## config.mk

```make
export PLATFORM = sky130hd
export DESIGN_NAME = secp256k1_point_serializer
export DESIGN_NICKNAME = d
export VERILOG_FILES = /design/src/rtl/secp256k1_point_serializer.sv
export SDC_FILE = /design/constraint.sdc
export NUM_CORES = 1
export LEC_CHECK = 0
export BUFFER_PORTS_ARGS = -buffer_cell sky130_fd_sc_hd__buf_2
export CORE_ASPECT_RATIO = 0.6
export CORE_MARGIN = 4
export CORE_UTILIZATION = 25
export DETAILED_ROUTE_END_ITERATION = 16
export PLACE_DENSITY = 0.44
export SYNTH_ARGS = -nofsm -noshare
export SYNTH_HDL_FRONTEND = slang
export SYNTH_SLANG_ARGS = --single-unit
```

## constraint.sdc

```tcl
create_clock -name clk -period 2.6 [get_ports clk]
set_input_delay 0.26 -clock clk [delete_from_list [all_inputs] [get_ports clk]]
set_output_delay 0.26 -clock clk [all_outputs]
set_load 0.005 [all_outputs]
```

## src/rtl/secp256k1_point_serializer.sv

```systemverilog
// SEC1 byte-stream serializer for secp256k1 affine points.
// Emits 00 / 02|03+X / 04+X+Y big-endian over a valid/ready byte port.
module secp256k1_point_serializer #(
  parameter logic [255:0] P =
    256'hFFFFFFFFFFFFFFFFFFFFFFFFFFFFFFFFFFFFFFFFFFFFFFFFFFFFFFFEFFFFFC2F,
  parameter bit CHECK_RANGE = 1'b1
) (
  input  logic         clk,
  input  logic         reset_n,
  input  logic         in_valid,
  output logic         in_ready,
  input  logic [255:0] x_in,
  input  logic [255:0] y_in,
  input  logic         is_inf,
  input  logic         compress,
  output logic         out_valid,
  input  logic         out_ready,
  output logic [7:0]   out_data,
  output logic         out_last,
  output logic         busy,
  output logic         err_range
);

  typedef enum logic [2:0] {
    S_IDLE,
    S_CHECK,
    S_PREFIX,
    S_XBYTES,
    S_YBYTES
  } state_t;

  state_t       state_q, state_d;
  logic [5:0]   cnt_q, cnt_d;
  logic [255:0] x_q, y_q;
  logic         inf_q, cmp_q;
  logic         shift_x, shift_y;
  logic         last_byte;
  logic         range_bad;

  assign last_byte = (cnt_q == 6'd31);
  assign range_bad = (x_q >= P) || (y_q >= P);
  assign busy      = (state_q != S_IDLE);

  always_comb begin
    state_d   = state_q;
    cnt_d     = cnt_q;
    in_ready  = 1'b0;
    out_valid = 1'b0;
    out_data  = 8'h00;
    out_last  = 1'b0;
    err_range = 1'b0;
    shift_x   = 1'b0;
    shift_y   = 1'b0;
    unique case (state_q)
      S_IDLE: begin
        in_ready = 1'b1;
        if (in_valid) state_d = S_CHECK;
      end
      S_CHECK: begin
        if (inf_q) begin
          state_d = S_PREFIX;
        end else if (CHECK_RANGE && range_bad) begin
          err_range = 1'b1;
          state_d   = S_IDLE;
        end else begin
          state_d = S_PREFIX;
        end
      end
      S_PREFIX: begin
        out_valid = 1'b1;
        out_last  = inf_q;
        if (inf_q)      out_data = 8'h00;
        else if (cmp_q) out_data = {7'h01, y_q[0]};
        else            out_data = 8'h04;
        if (out_ready) begin
          cnt_d   = 6'd0;
          state_d = inf_q ? S_IDLE : S_XBYTES;
        end
      end
      S_XBYTES: begin
        out_valid = 1'b1;
        out_data  = x_q[255:248];
        out_last  = cmp_q && last_byte;
        if (out_ready) begin
          shift_x = 1'b1;
          if (last_byte) begin
            cnt_d   = 6'd0;
            state_d = cmp_q ? S_IDLE : S_YBYTES;
          end else begin
            cnt_d = cnt_q + 6'd1;
          end
        end
      end
      S_YBYTES: begin
        out_valid = 1'b1;
        out_data  = y_q[255:248];
        out_last  = last_byte;
        if (out_ready) begin
          shift_y = 1'b1;
          if (last_byte) begin
            cnt_d   = 6'd0;
            state_d = S_IDLE;
          end else begin
            cnt_d = cnt_q + 6'd1;
          end
        end
      end
      default: state_d = S_IDLE;
    endcase
  end

  // Coordinates shift out MSB-first; y stays intact until YBYTES for the parity bit
  always_ff @(posedge clk or negedge reset_n) begin
    if (!reset_n) begin
      state_q <= S_IDLE;
      cnt_q   <= 6'd0;
      x_q     <= '0;
      y_q     <= '0;
      inf_q   <= 1'b0;
      cmp_q   <= 1'b0;
    end else begin
      state_q <= state_d;
      cnt_q   <= cnt_d;
      if (state_q == S_IDLE && in_valid) begin
        x_q   <= x_in;
        y_q   <= y_in;
        inf_q <= is_inf;
        cmp_q <= compress;
      end
      if (shift_x) x_q <= {x_q[247:0], 8'h00};
      if (shift_y) y_q <= {y_q[247:0], 8'h00};
    end
  end

endmodule

```

Word-level counts from Yosys, hierarchy flattened
Index checks and enable logic that the tools add are counted.
{"block": "totals", "word_cells": 64, "out_inout_bits": 13, "register_bits": 523}
{"block": "classes", "eq_ne": 12, "reduce_logical": 12, "addsub": 1, "magnitude_cmp": 2, "muxes": 31}
{"op": "256-bit two-way mux", "count": 4}
{"op": "256-bit greater-or-equal comparator (second input constant)", "count": 2}
{"op": "3-bit two-way mux", "count": 9}
{"op": "8-bit one-hot mux with 3 select lines", "count": 1}
{"op": "6-bit two-way mux", "count": 3}
{"op": "3-bit one-hot mux with 5 select lines", "count": 1}
{"op": "2-bit != test (second input constant)", "count": 6}
{"op": "6-bit one-hot mux with 2 select lines", "count": 1}
{"op": "1-bit two-way mux", "count": 8}
{"op": "6-bit by 1-bit adder with 6-bit output (second input constant)", "count": 1}
{"op": "3-bit by 2-bit == test with 1-bit output (second input constant)", "count": 2}
{"op": "6-bit by 5-bit == test with 1-bit output (second input constant)", "count": 1}
{"op": "2-bit two-way mux", "count": 3}
{"op": "6-bit AND reduction", "count": 1}
{"op": "2-bit nonzero test", "count": 3}
{"op": "3-bit by 1-bit == test with 1-bit output (second input constant)", "count": 1}
{"op": "3-bit == test (second input constant)", "count": 1}
{"op": "3-bit zero test", "count": 1}
{"op": "1-bit one-hot mux with 3 select lines", "count": 1}
{"op": "3-bit AND reduction", "count": 1}
{"op": "3-bit nonzero test", "count": 1}
{"op": "3-bit OR reduction", "count": 1}
{"op": "1-bit logical AND", "count": 2}
{"op": "2-bit by 1-bit != test with 1-bit output (second input constant)", "count": 1}
{"op": "2 further kinds", "count": 2}

Logic depth before layout (Yosys ltp)
Gate-level depths: netlist of the first run.
{"block": "depth", "depth_word": 5, "ltp_mapped": 10}

Least setup slack after synthesis of the first run
OpenSTA, ideal clock, no wires.
{"block": "synth_path", "path_type": "register to register", "from": "reg x_q[236]", "to": "reg state_q[1]", "path_buffers": 0, "setup_time_ns": 0.128, "stages_incl_launch_ff": 6, "slack_ns": 0.778, "required_time_ns": 2.472, "arrival_ns": 1.693, "path_cell_list": "dfrtp_1 -> nand4_1 -> or4_1 -> or4_1 -> nor4_2 -> o31ai_1"}
{"block": "synth_between", "elab_chain_len": 5}
{"element": "from (decl)", "line": "34", "text": "logic [255:0] x_q, y_q;"}
{"element": "from (signal assigned)", "line": "125", "text": "x_q <= x_in;"}
{"element": "from (signal assigned)", "line": "130", "text": "if (shift_x) x_q <= {x_q[247:0], 8'h00};"}
{"element": "256-bit greater-or-equal comparator", "line": "41", "text": "assign range_bad = (x_q >= P) || (y_q >= P);"}
{"element": "1-bit logical OR", "line": "41"}
{"element": "2-bit two-way mux", "line": "62", "text": "end else if (CHECK_RANGE && range_bad) begin"}
{"element": "2-bit two-way mux", "line": "60", "text": "if (inf_q) begin"}
{"element": "3-bit one-hot mux with 5 select lines", "line": "54", "text": "unique case (state_q)"}
{"element": "to (signal assigned)", "line": "122", "text": "state_q <= state_d;"}
{"element": "to (decl)", "line": "32", "text": "state_t state_q, state_d;"}
Every way passes these cells.
A chain may end at the register's enable or synchronous reset.

Worst setup path in the final report of the first run
{"block": "layout_path", "from": "reg y_q[209]", "to": "out err_range"}
{"block": "layout_between", "elab_chain_len": 5}
{"element": "from (decl)", "line": "34"}
{"element": "from (signal assigned)", "line": "126", "text": "y_q <= y_in;"}
{"element": "from (signal assigned)", "line": "131", "text": "if (shift_y) y_q <= {y_q[247:0], 8'h00};"}
{"element": "256-bit greater-or-equal comparator", "line": "41"}
{"element": "1-bit logical OR", "line": "41"}
{"element": "1-bit two-way mux", "line": "62"}
{"element": "1-bit two-way mux", "line": "60"}
{"element": "1-bit two-way mux", "line": "54"}
{"element": "to (decl)", "line": "21", "text": "output logic err_range"}
Every way passes these cells.

==> results of run 1 <==
## cell usage after synthesis, types with 21 or more instances
master	count	area, um^2
buf_4	21	158
nand2_1	531	1990
a31oi_1	116	726
nor2_1	397	1490
o21ai_1	252	1260
o22ai_1	136	851
dfrtp_1	523	13100
nor4_1	57	357
mux2i_1	248	2480
nand4_1	220	1380
buf_2	46	230
buf_1	25	93.8
clkbuf_1	96	360
## registers in the layout, indices dropped and copies added, names as in the netlist
name	cells
state_q	3
y_q	256
cnt_q	6
x_q	256
inf_q	1
cmp_q	1
## logic make-up after synthesis
family,Yosys count,share of synthesized area
flip-flops,523,0.522
buffers and inverters,192,0.0345
AND/OR/NAND/NOR,1243,0.219
adder cells (fa/ha/maj),1,0.000499
multiplexers,248,0.0991
AO/OA/AOI/OAI,550,0.125
## per-layer routing
| metal | track usage | vias up | routed length, um |
|---|---|---|---|
| li1 | - | 12129 | - |
| met1 | 0.321 | 12711 | 56400 |
| met2 | 0.313 | 795 | 49900 |
| met3 | 0.0288 | 184 | 5730 |
| met4 | 0.0625 | 0 | 3230 |
| met5 | 0 | - | 0 |
## where the power goes
group	switching (mW)	leakage, nW	internal (mW)
clock	3.60	0.880	4.44
combinational	7.44	8.68	6.20
sequential	4.67	6.22	12.2
total	15.7	15.8	22.8
## worst paths after layout
check | endpoint | slack, ns | depth (start not counted)
max | err_range | -0.40 | 8
min | y_q[8] | 0.03 | 3
max reg2reg | state_q[1] | 0.17 | 8
min reg2reg | cnt_q[0] | 0.52 | 1
max in group asynchronous | x_q[122] | 1.46 | 3
min in group asynchronous | x_q[175] | 0.24 | 2
## tightest hold or removal path, stage by stage
cell     delay, ns
buf_2         0.12
nand2_1       0.12
a31oi_1       0.11
## timing repair
item | CTS | global route
hold endpoints to repair | 556 | 0
hold buffers | 515 | 0
resized for setup | 18 | 17
setup endpoints to repair | 2 | 3
pin swaps | 6 | 11
buffers inserted | 3 | 2
## area by class of cell
cell class | count | area [um^2] | share of cell area
clock inverters | 18 | 174 | 0.00464
diodes | 18 | 45.0 | 0.00120
repair buffers | 1226 | 9570 | 0.255
flip-flops and latches | 523 | 13100 | 0.349
inverters | 3 | 11.3 | 0.000301
multi-input cells | 2042 | 11300 | 0.302
clock buffers | 79 | 1620 | 0.0432
well taps | 1319 | 1650 | 0.0440
## through the flow
stage	cell area (um^2)	worst slack (ns)	TNS (ns)
floorplan	25100	0.778	0
global placement	30300	-0.292	-0.546
CTS	37300	-0.484	-0.484
finish	37500	-0.397	-0.397
detailed placement	30300	-0.364	-0.509
global route	37500	-0.528	-0.528
==> out/qor.yml, run 1 <==
status:
  status: "finished, violations left"
  violations: "setup timing"
die:
  core_area_um2: 98900
  die_height_um: 253
  start_util: 0.253
  fp.dieW_um: 417
  ios: 531
  die_area_um2: 106000
  num_rows: 89
synthesis:
  ys_ff_latch: 523
  synth.distinct_cells: 43
  synth_flop_cell: "dfrtp_1"
  postSynthAreaPerCell_um2: 9.09
  synth_seq_area_share: 0.522
  synth_cells: 2757
  synth_nets: 3276
  syn_area_um2: 25100
  synth_edf_count: 0
  synth.yosys.warnings: 0
  async_flop_share: 1.00
finish:
  most-common-layout-cells: "529 x nand2_1, 529 x buf_2, 517 x dfrtp_1"
  final_util: 0.379
  drive_gt1_frac: 0.214
  nFillCells: 10102
  final_nets: 4370
  instances_no_fill: 5228
  syn_to_final_growth_pct: 49.5
placed_design:
  portBuffers: 530
  dpl.hpwl_um: 84900
  place_inst: 4593
  globalplace.congestion: 0.857
pwr:
  ir_drop_v: 0.000479
  p_leak_nw: 15.8
  p_per_area_nw_per_um2: 1030
  total_power_mw: 38.5
setup_path:
  worst_path_max_delay_cell: "dfrtp_1"
  worst-path-buf-inv: 2
  r2r-start: "y_q[36]"
  startpoint_type: "register"
  critPathMaxFanout: 3
  cp.arrival_ns: 2.74
  end_kind: "output port"
  path_class: "register to output port"
  crit_family: "simple AND/OR/NAND/NOR gates"
  cp_data_required_time_ns: 2.34
  crit_chain: "nand4_1 -> nor4_2 -> nand2_1 -> nor4_4 -> buf_4 -> a22oi_2 -> nor2_2 -> buf_2"
  critPathMaxStageDelay_ns: 0.39
  critPathLaunch: "y_q[209]"
sta:
  finalHoldViolations: 0
  worst_pin_slew_ns: 0.608
  finClkSkew_ns: 0.0261
  period_share: 1.15
  drv_slew: 0
  max_freq_mhz: 334
  min_period_ns: 3.00
  relSlewSlack: 0.591
  setup_violations: 1
  rsz0062_at_grt: "true"
  holdWs_ns: 0.0313
  setup_ws_ns: -0.397
routing:
  wl_per_cell_um: 22.0
  drt_iter0_drc: 2452
  drcViolationCount: 0
  drtAntennaViolNets: 0
  first_pass_iters: 5
  num_vias: 25819
  drt-vias-per-instance: 4.94
  drt_wl_total_um: 115000
run:
  cap_viol_max_count: 0
worst_hold_path:
  holdCritPathClass: "input port to register"
  min-delay-start: "y_in[8]"
clock_network:
  cts_sinks: 523
  clkTransAtPathRegs_ns: 0.07
  root_buffer: "clkbuf_16"
  htreeDepth: 2
  clkLatencyLatePin_ns: 0.62
  cts_inserted_buffers: 55
  cts_buffer_depth: 3
  cts_tree: "yes"
global_routing:
  grt_max_degree: 91
  grt_pass1_vias: 25998
  grt_remaining_overflow: 0
  grt_first_pass_wirelength_um: 171000
  grt_antenna_before_repair: 18
  track_usage: 0.212
No activity file was read; power rests on OpenSTA's default activity.
==> run 2, diff against run 1 <==
Settings changed: PLACE_DENSITY 0.44 to 0.45.
Clock period 2.6 ns to 2.9 ns, I/O delays scaled along.
==> run 2 against run 1 <==
- the flow still finishes with violations (setup timing)
- count of clock-buffer cells in the layout shrank 1
- sequential power shrank 8%
- worst setup slack gained 0.19 ns
- final area shrank 2.1%
- clock skew grew 0.0050 ns
- final cell count shrank 1.7%
- critical path type unchanged
- critical endpoint unchanged
==> out/qor.yml, run 2 (same netlist as run 1, synthesis figures left out) <==
placed_design:
  dpl.hpwl_um: 84100  # -0.94%
  globalplace.congestion: 0.846  # -1.3%
  portBuffers: 530  # unchanged
  place_area_um2: 29600  # -2.3%
status:
  violations: "setup timing"
  status: "finished, violations left"
finish:
  drive_gt1_frac: 0.197  # -0.0169
  syn_to_final_growth_pct: 46.4
  final_nets: 4284  # -2.0%
  regArea_um2: 13100  # about the same
  layout_commonest_cell: "buf_2"
  most-common-layout-cells: "529 x buf_2, 528 x nand2_1, 514 x dfrtp_1"
  nFillCells: 10154  # +0.51%
  post-route-cell-area_um2: 36700  # -2.1%
  top_regs: "x_q x256, y_q x256, cnt_q x6"
  final_util: 0.371  # -0.00790
  multiInputGateArea_um2: 11300  # -0.17%
die:
  fp.dieW_um: 417  # unchanged
  num_rows: 89  # unchanged
  die_area_um2: 106000  # unchanged
  start_util: 0.253  # unchanged
  ios: 531  # unchanged
  die_height_um: 253  # unchanged
  core_area_um2: 98900  # unchanged
global_routing:
  grt_first_pass_wirelength_um: 170000  # -0.47%
  grt_max_degree: 105  # +15%
  grt_pass1_vias: 25832  # -0.64%
  grt_remaining_overflow: 0  # unchanged
  track_usage: 0.213  # +0.000251
  grt_antenna_before_repair: 22  # +4
setup_path:
  end_kind: "output port"
  startpoint_type: "register"
  critPathMaxFanout: 4  # +1
  cp_data_required_time_ns: 2.61  # +0.27 ns
  path_class: "register to output port"
  cp.arrival_ns: 2.82  # +0.08 ns
  ff2ff_path_depth: 7  # -1
clock_network:
  clkTransAtPathRegs_ns: 0.06  # about the same
  htreeDepth: 2  # unchanged
  root_buffer: "clkbuf_16"
  clkLatencyLatePin_ns: 0.63  # about the same
  cts_sinks: 523  # unchanged
  cts_tree: "yes"
  cts_buffer_depth: 3  # unchanged
  cts_inserted_buffers: 54  # -1.8%
sta:
  finClkSkew_ns: 0.0311  # +0.00495 ns
  setup_violations: 1  # unchanged
  max_freq_mhz: 322
  period_share: 1.07
  worst_pin_slew_ns: 1.13  # +0.520 ns
  drv_slew: 0  # unchanged
  setup_ws_ns: -0.207  # +0.190 ns
  finalHoldViolations: 0  # unchanged
  rsz0062_at_grt: "true"
  relSlewSlack: 0.241  # -0.350
  min_period_ns: 3.11
run:
  cap_viol_max_count: 0  # unchanged
pwr:
  comb_power_share: 0.328  # -0.026
  switching_share: 0.412  # +0.00439
  p_seq_frac: 0.462  # +0.024
  p_per_area_nw_per_um2: 918  # -11%
  ir_drop_v: 0.000454  # -5.1%
  netSwitchingPower_mw: 13.9  # -12%
  p_leak_nw: 15.3  # -3.2%
  pwr-share-clk: 0.210  # about the same
  p_int_mw: 19.8  # -13%
worst_hold_path:
  holdCritPathClass: "input port to register"
  min_path_cells: 3  # unchanged
routing:
  drtAntennaViolNets: 0  # unchanged
  drt-vias-per-instance: 5.02  # +1.6%
  first_pass_iters: 5  # unchanged
  drt_iter0_drc: 2673  # +9.0%
  wl_per_cell_um: 22.5  # +2.2%
  drt_wl_total_um: 116000  # +0.45%
  num_vias: 25786  # -0.13%
  drcViolationCount: 0  # unchanged
==> run 2: final timing paths <==
check                         start         end  slack, ns
max                         x_q[85]   err_range      -0.21
min                        y_in[11]     y_q[11]       0.04
max reg2reg                y_q[173]  state_q[1]       0.28
min reg2reg                x_q[143]    x_q[151]       0.51
max in group asynchronous   reset_n     y_q[73]       1.68
min in group asynchronous   reset_n    x_q[216]       0.20
==> run 2: power by group through the flow <==
stage          logic [mW]  registers [mW]  clock network (mW)
6_report             11.0            15.6                7.08
5_1_grt              12.4            16.0                7.58
4_1_cts              10.9            15.4                7.29
3_5_place_dp         10.2            15.5                   0
2_1_floorplan        7.29            13.6                   0
3_3_place_gp         10.2            15.5                   0
==> run 2: worst max-delay path: stages (launching register included) <==
cell,delay [ns]
dfrtp_2,0.41
nand4_1,0.29
nor4_2,0.33
buf_4,0.15
nand4_1,0.16
nor4_4,0.31
buf_4,0.17
a22oi_2,0.06
nor2_2,0.17
buf_2,0.14
==> run 2: routing by layer <==
layer | vias to the layer above | global-route usage | part of all wire
li1 | 11970 | - | -
met1 | 12714 | 0.318 | 0.48
met2 | 881 | 0.299 | 0.42
met3 | 217 | 0.0446 | 0.065
met4 | 4 | 0.0766 | 0.035
met5 | - | 0 | 0.00018
==> run 2: final cells by class <==
class | count | share of cell area
inverters | 3 | 0.000307
well taps | 1319 | 0.0450
clock inverters | 17 | 0.00464
clock buffers | 78 | 0.0420
diodes | 17 | 0.00116
repair buffers | 1141 | 0.242
flip-flops and latches | 523 | 0.357
multi-input cells | 2042 | 0.308
==> run 2: per-stage QoR <==
step | setup TNS (ns) | std cells | worst slack [ns] | power [mW] | hold WS [ns]
2_1_floorplan | 0 | 2757 | 1.08 | 20.8 | -0.00559
3_3_place_gp | -0.194 | 4505 | -0.194 | 25.7 | 0.241
3_5_place_dp | -0.0436 | 4505 | -0.0436 | 25.7 | 0.245
4_1_cts | -0.219 | 5111 | -0.219 | 33.6 | 0.00416
6_report | -0.207 | 5140 | -0.207 | 33.7 | 0.0370
5_1_grt | -0.342 | 5139 | -0.342 | 36.0 | 0.0380
==> run 2: repair_timing <==
item                                    4_1_cts  5_1_grt
endpoints found under the setup margin        1        1
gates resized for setup                      27        6
setup buffers                                 1       12
pin swaps                                    15        7
hold buffers                                510        0
gates cloned                                  0        0
hold endpoints to repair                    652        0
==> run 3, diff against run 2 <==
Settings changed: ABC_AREA set to 1, BUFFER_PORTS_ARGS -buffer_cell sky130_fd_sc_hd__buf_2 to -buffer_cell sky130_fd_sc_hd__clkbuf_2.
==> run 3 against run 2 <==
- the run now ends clean
- sequential share of layout area increased by 0.34 points
- sequential power decreased by 13%
- routed wire length decreased by 11%
- clock power about the same
- area after synthesis increased by 0.98%
- global-route usage is 2.5 points lower
==> out/qor.yml, run 3 <==
global_routing:
  grt_antenna_before_repair: 19  # -14%
  grt_pass1_vias: 25296  # -2.1%
  grt_max_degree: 129  # +23%
  grt_remaining_overflow: 0  # unchanged
  track_usage: 0.188  # -0.0248
  grt_first_pass_wirelength_um: 155000  # -8.9%
sta:
  max_freq_mhz: 371  # +15%
  finalHoldViolations: 0  # unchanged
  finClkSkew_ns: 0.0424  # +0.0113 ns
  setup_violations: 0  # -1
  rsz0062_at_grt: "false"
  drv_slew: 0  # unchanged
  min_period_ns: 2.69  # -0.415 ns
  fin_tns_setup_ns: 0  # +0.207 ns
  period_share: 0.929  # -0.143
  relSlewSlack: 0.539  # +0.298
  worst_pin_slew_ns: 0.691  # -0.437 ns
die:
  ios: 531  # unchanged
  start_util: 0.252  # -0.00149
  die_height_um: 254  # +0.48%
  core_area_um2: 100000  # +1.6%
  die_area_um2: 107000  # +0.96%
  num_rows: 90  # +1.1%
  fp.dieW_um: 419  # +0.48%
setup_path:
  end_kind: "output port"
  reg2reg_setup_slack_ns: 0.60  # +0.32 ns
  cp_data_required_time_ns: 2.61  # about the same
  startpoint_type: "register"
  critPathMaxFanout: 2  # -2
  cp.arrival_ns: 2.40  # -0.42 ns
  path_class: "register to output port"
clock_network:
  cts_buffer_depth: 3  # unchanged
  cts_inserted_buffers: 56  # +3.7%
  clkLatencyLatePin_ns: 0.65  # +0.02 ns
  htreeDepth: 2  # unchanged
  cts_setup_buffers: 0  # -1
  root_buffer: "clkbuf_16"
  clkTransAtPathRegs_ns: 0.06  # about the same
  cts_sinks: 523  # unchanged
  cts_tree: "yes"
pwr:
  ir_drop_v: 0.000570  # +26%
  p_leak_nw: 15.7  # +2.8%
  p_per_area_nw_per_um2: 913  # -0.60%
placed_design:
  globalplace.congestion: 0.824  # -2.6%
  place_inst: 4801  # +6.6%
  portBuffers: 530  # unchanged
  dpl.hpwl_um: 73600  # -13%
  place_area_um2: 29500  # -0.19%
routing:
  first_pass_iters: 5  # unchanged
  drt-vias-per-instance: 4.71  # -6.1%
  drtAntennaViolNets: 0  # unchanged
  drcViolationCount: 0  # unchanged
  num_vias: 25535  # -0.97%
  drt_wl_total_um: 103000  # -11%
  wl_per_cell_um: 19.1  # -15%
  drt_iter0_drc: 2023  # -24%
worst_hold_path:
  holdCritPathClass: "input port to register"
synthesis:
  syn_area_um2: 25300  # +0.98%
  synth_seq_area_share: 0.517  # -0.00509
  synth.most_common_cell: "dfrtp_1"
  postSynthAreaPerCell_um2: 8.18  # -10%
  yosys.area.top_type: "dfrtp_1"
  synth_nets: 3614  # +10%
  synth_flop_cell: "dfrtp_1"
  synth_edf_count: 0  # unchanged
  ys_ff_latch: 523  # unchanged
  synth.yosys.warnings: 0  # unchanged
  synth_cells: 3095  # +12%
  synth.distinct_cells: 29  # -33%
  ys_top_cells_by_count: "523 x dfrtp_1, 464 x nor2_1, 425 x nand2_1, 329 x inv_1, 249 x o211ai_1"
  async_flop_share: 1.00  # unchanged
  yosys-top-cells-area: "dfrtp_1 52%, o211ai_1 7.4%, nor2_1 6.9%, nand2_1 6.3%, inv_1 4.9%"
  synth_top_area_share: 0.517  # -0.00509
finish:
  most-common-layout-cells: "528 x clkbuf_2, 523 x dfrtp_1, 494 x dlygate4sd3_1"
  post-route-cell-area_um2: 36300  # -1.0%
  layout_commonest_cell: "clkbuf_2"
  syn_to_final_growth_pct: 43.5
  drive_gt1_frac: 0.171  # -0.0257
  instances_no_fill: 5419  # +5.4%
  top_regs: "x_q x256, y_q x256, cnt_q x6"
  final_nets: 4538  # +5.9%
run:
  cap_viol_max_count: 0  # unchanged
status:
  status: "finished, final reports clean"
==> run 3: cell types whose count changed after synthesis, moves of 57 or more <==
cell,change
inv_1,+326
a31oi_1,-116
o211ai_1,+249
nand2_1,-106
o21ai_0,+148
a21oi_1,+86
nand4_1,-122
nor2_1,+67
buf_2,+63
mux2i_1,-248
nor4_1,-57
nand3_1,+107
==> run 3: worst paths after layout <==
check                           start         to  cells past startpoint
hold / removal              x_in[254]   x_q[254]                      3
hold reg to reg              cnt_q[0]   cnt_q[0]                      1
max in group asynchronous     reset_n    y_q[14]                      4
setup / recovery             x_q[117]  err_range                     11
setup reg to reg           state_q[2]   y_q[104]                      7
min in group asynchronous     reset_n   x_q[105]                      2
==> run 3: metal layers <==
| layer | GRT usage | vias to the layer above | wire, um |
|---|---|---|---|
| li1 | - | 12434 | - |
| met1 | 0.284 | 12233 | 51600 |
| met2 | 0.276 | 705 | 44000 |
| met3 | 0.0258 | 161 | 4860 |
| met4 | 0.0577 | 2 | 2990 |
| met5 | 0 | - | 13 |
==> run 3: cell families after synthesis <==
family | after synthesis | share of synthesized area
simple gates | 1119 | 0.184
fa+ha+maj | 1 | 0.000494
buf+inv | 552 | 0.0883
compound gates | 899 | 0.210
flops | 523 | 0.517
xor+xnor | 1 | 0.000346
==> run 3: cell type report <==
class / count / area, um^2
fill: 10478 / 64100
antenna: 25 / 62.6
clock buffer: 84 / 1610
inverter: 334 / 1260
sequential: 523 / 13100
clock inverter: 15 / 133
multi-input combinational: 2020 / 10100
tap: 1334 / 1670
timing repair buffer: 1084 / 8410
==> run 3: metrics by stage <==
step	setup WS, ns	hold slack (ns)	power, mW	util
final	0.207	0.0186	33.1	0.361
after floorplan	1.27	-0.00559	21.2	-
after detailed placement	0.559	0.290	25.5	0.294
after global placement	0.513	0.282	25.5	0.294
after global routing	0.0143	0.0205	35.8	0.361
after CTS	0.0121	0.00279	33.4	0.361
==> run 3: what timing repair did <==
item,CTS,global route
endpoints found under the setup margin,1,1
gates resized for setup,6,8
gates cloned,0,0
hold buffers,494,0
hold endpoints to repair,534,0
==> run 3: critical path, stage by stage, from the launching register on <==
cell,delay (ns)
dfrtp_1,0.35
nand4_1,0.15
nor2_1,0.13
nand2_1,0.09
nor2_1,0.10
nand2_1,0.15
nor2_2,0.23
nand3_2,0.14
nand2_1,0.10
nand2_1,0.09
nor2_1,0.10
clkbuf_2,0.12
==> run 3: power breakdown <==
group | switching (mW) | internal (mW)
logic | 7.78 | 4.66
clock network | 3.24 | 3.83
registers | 2.65 | 11.0
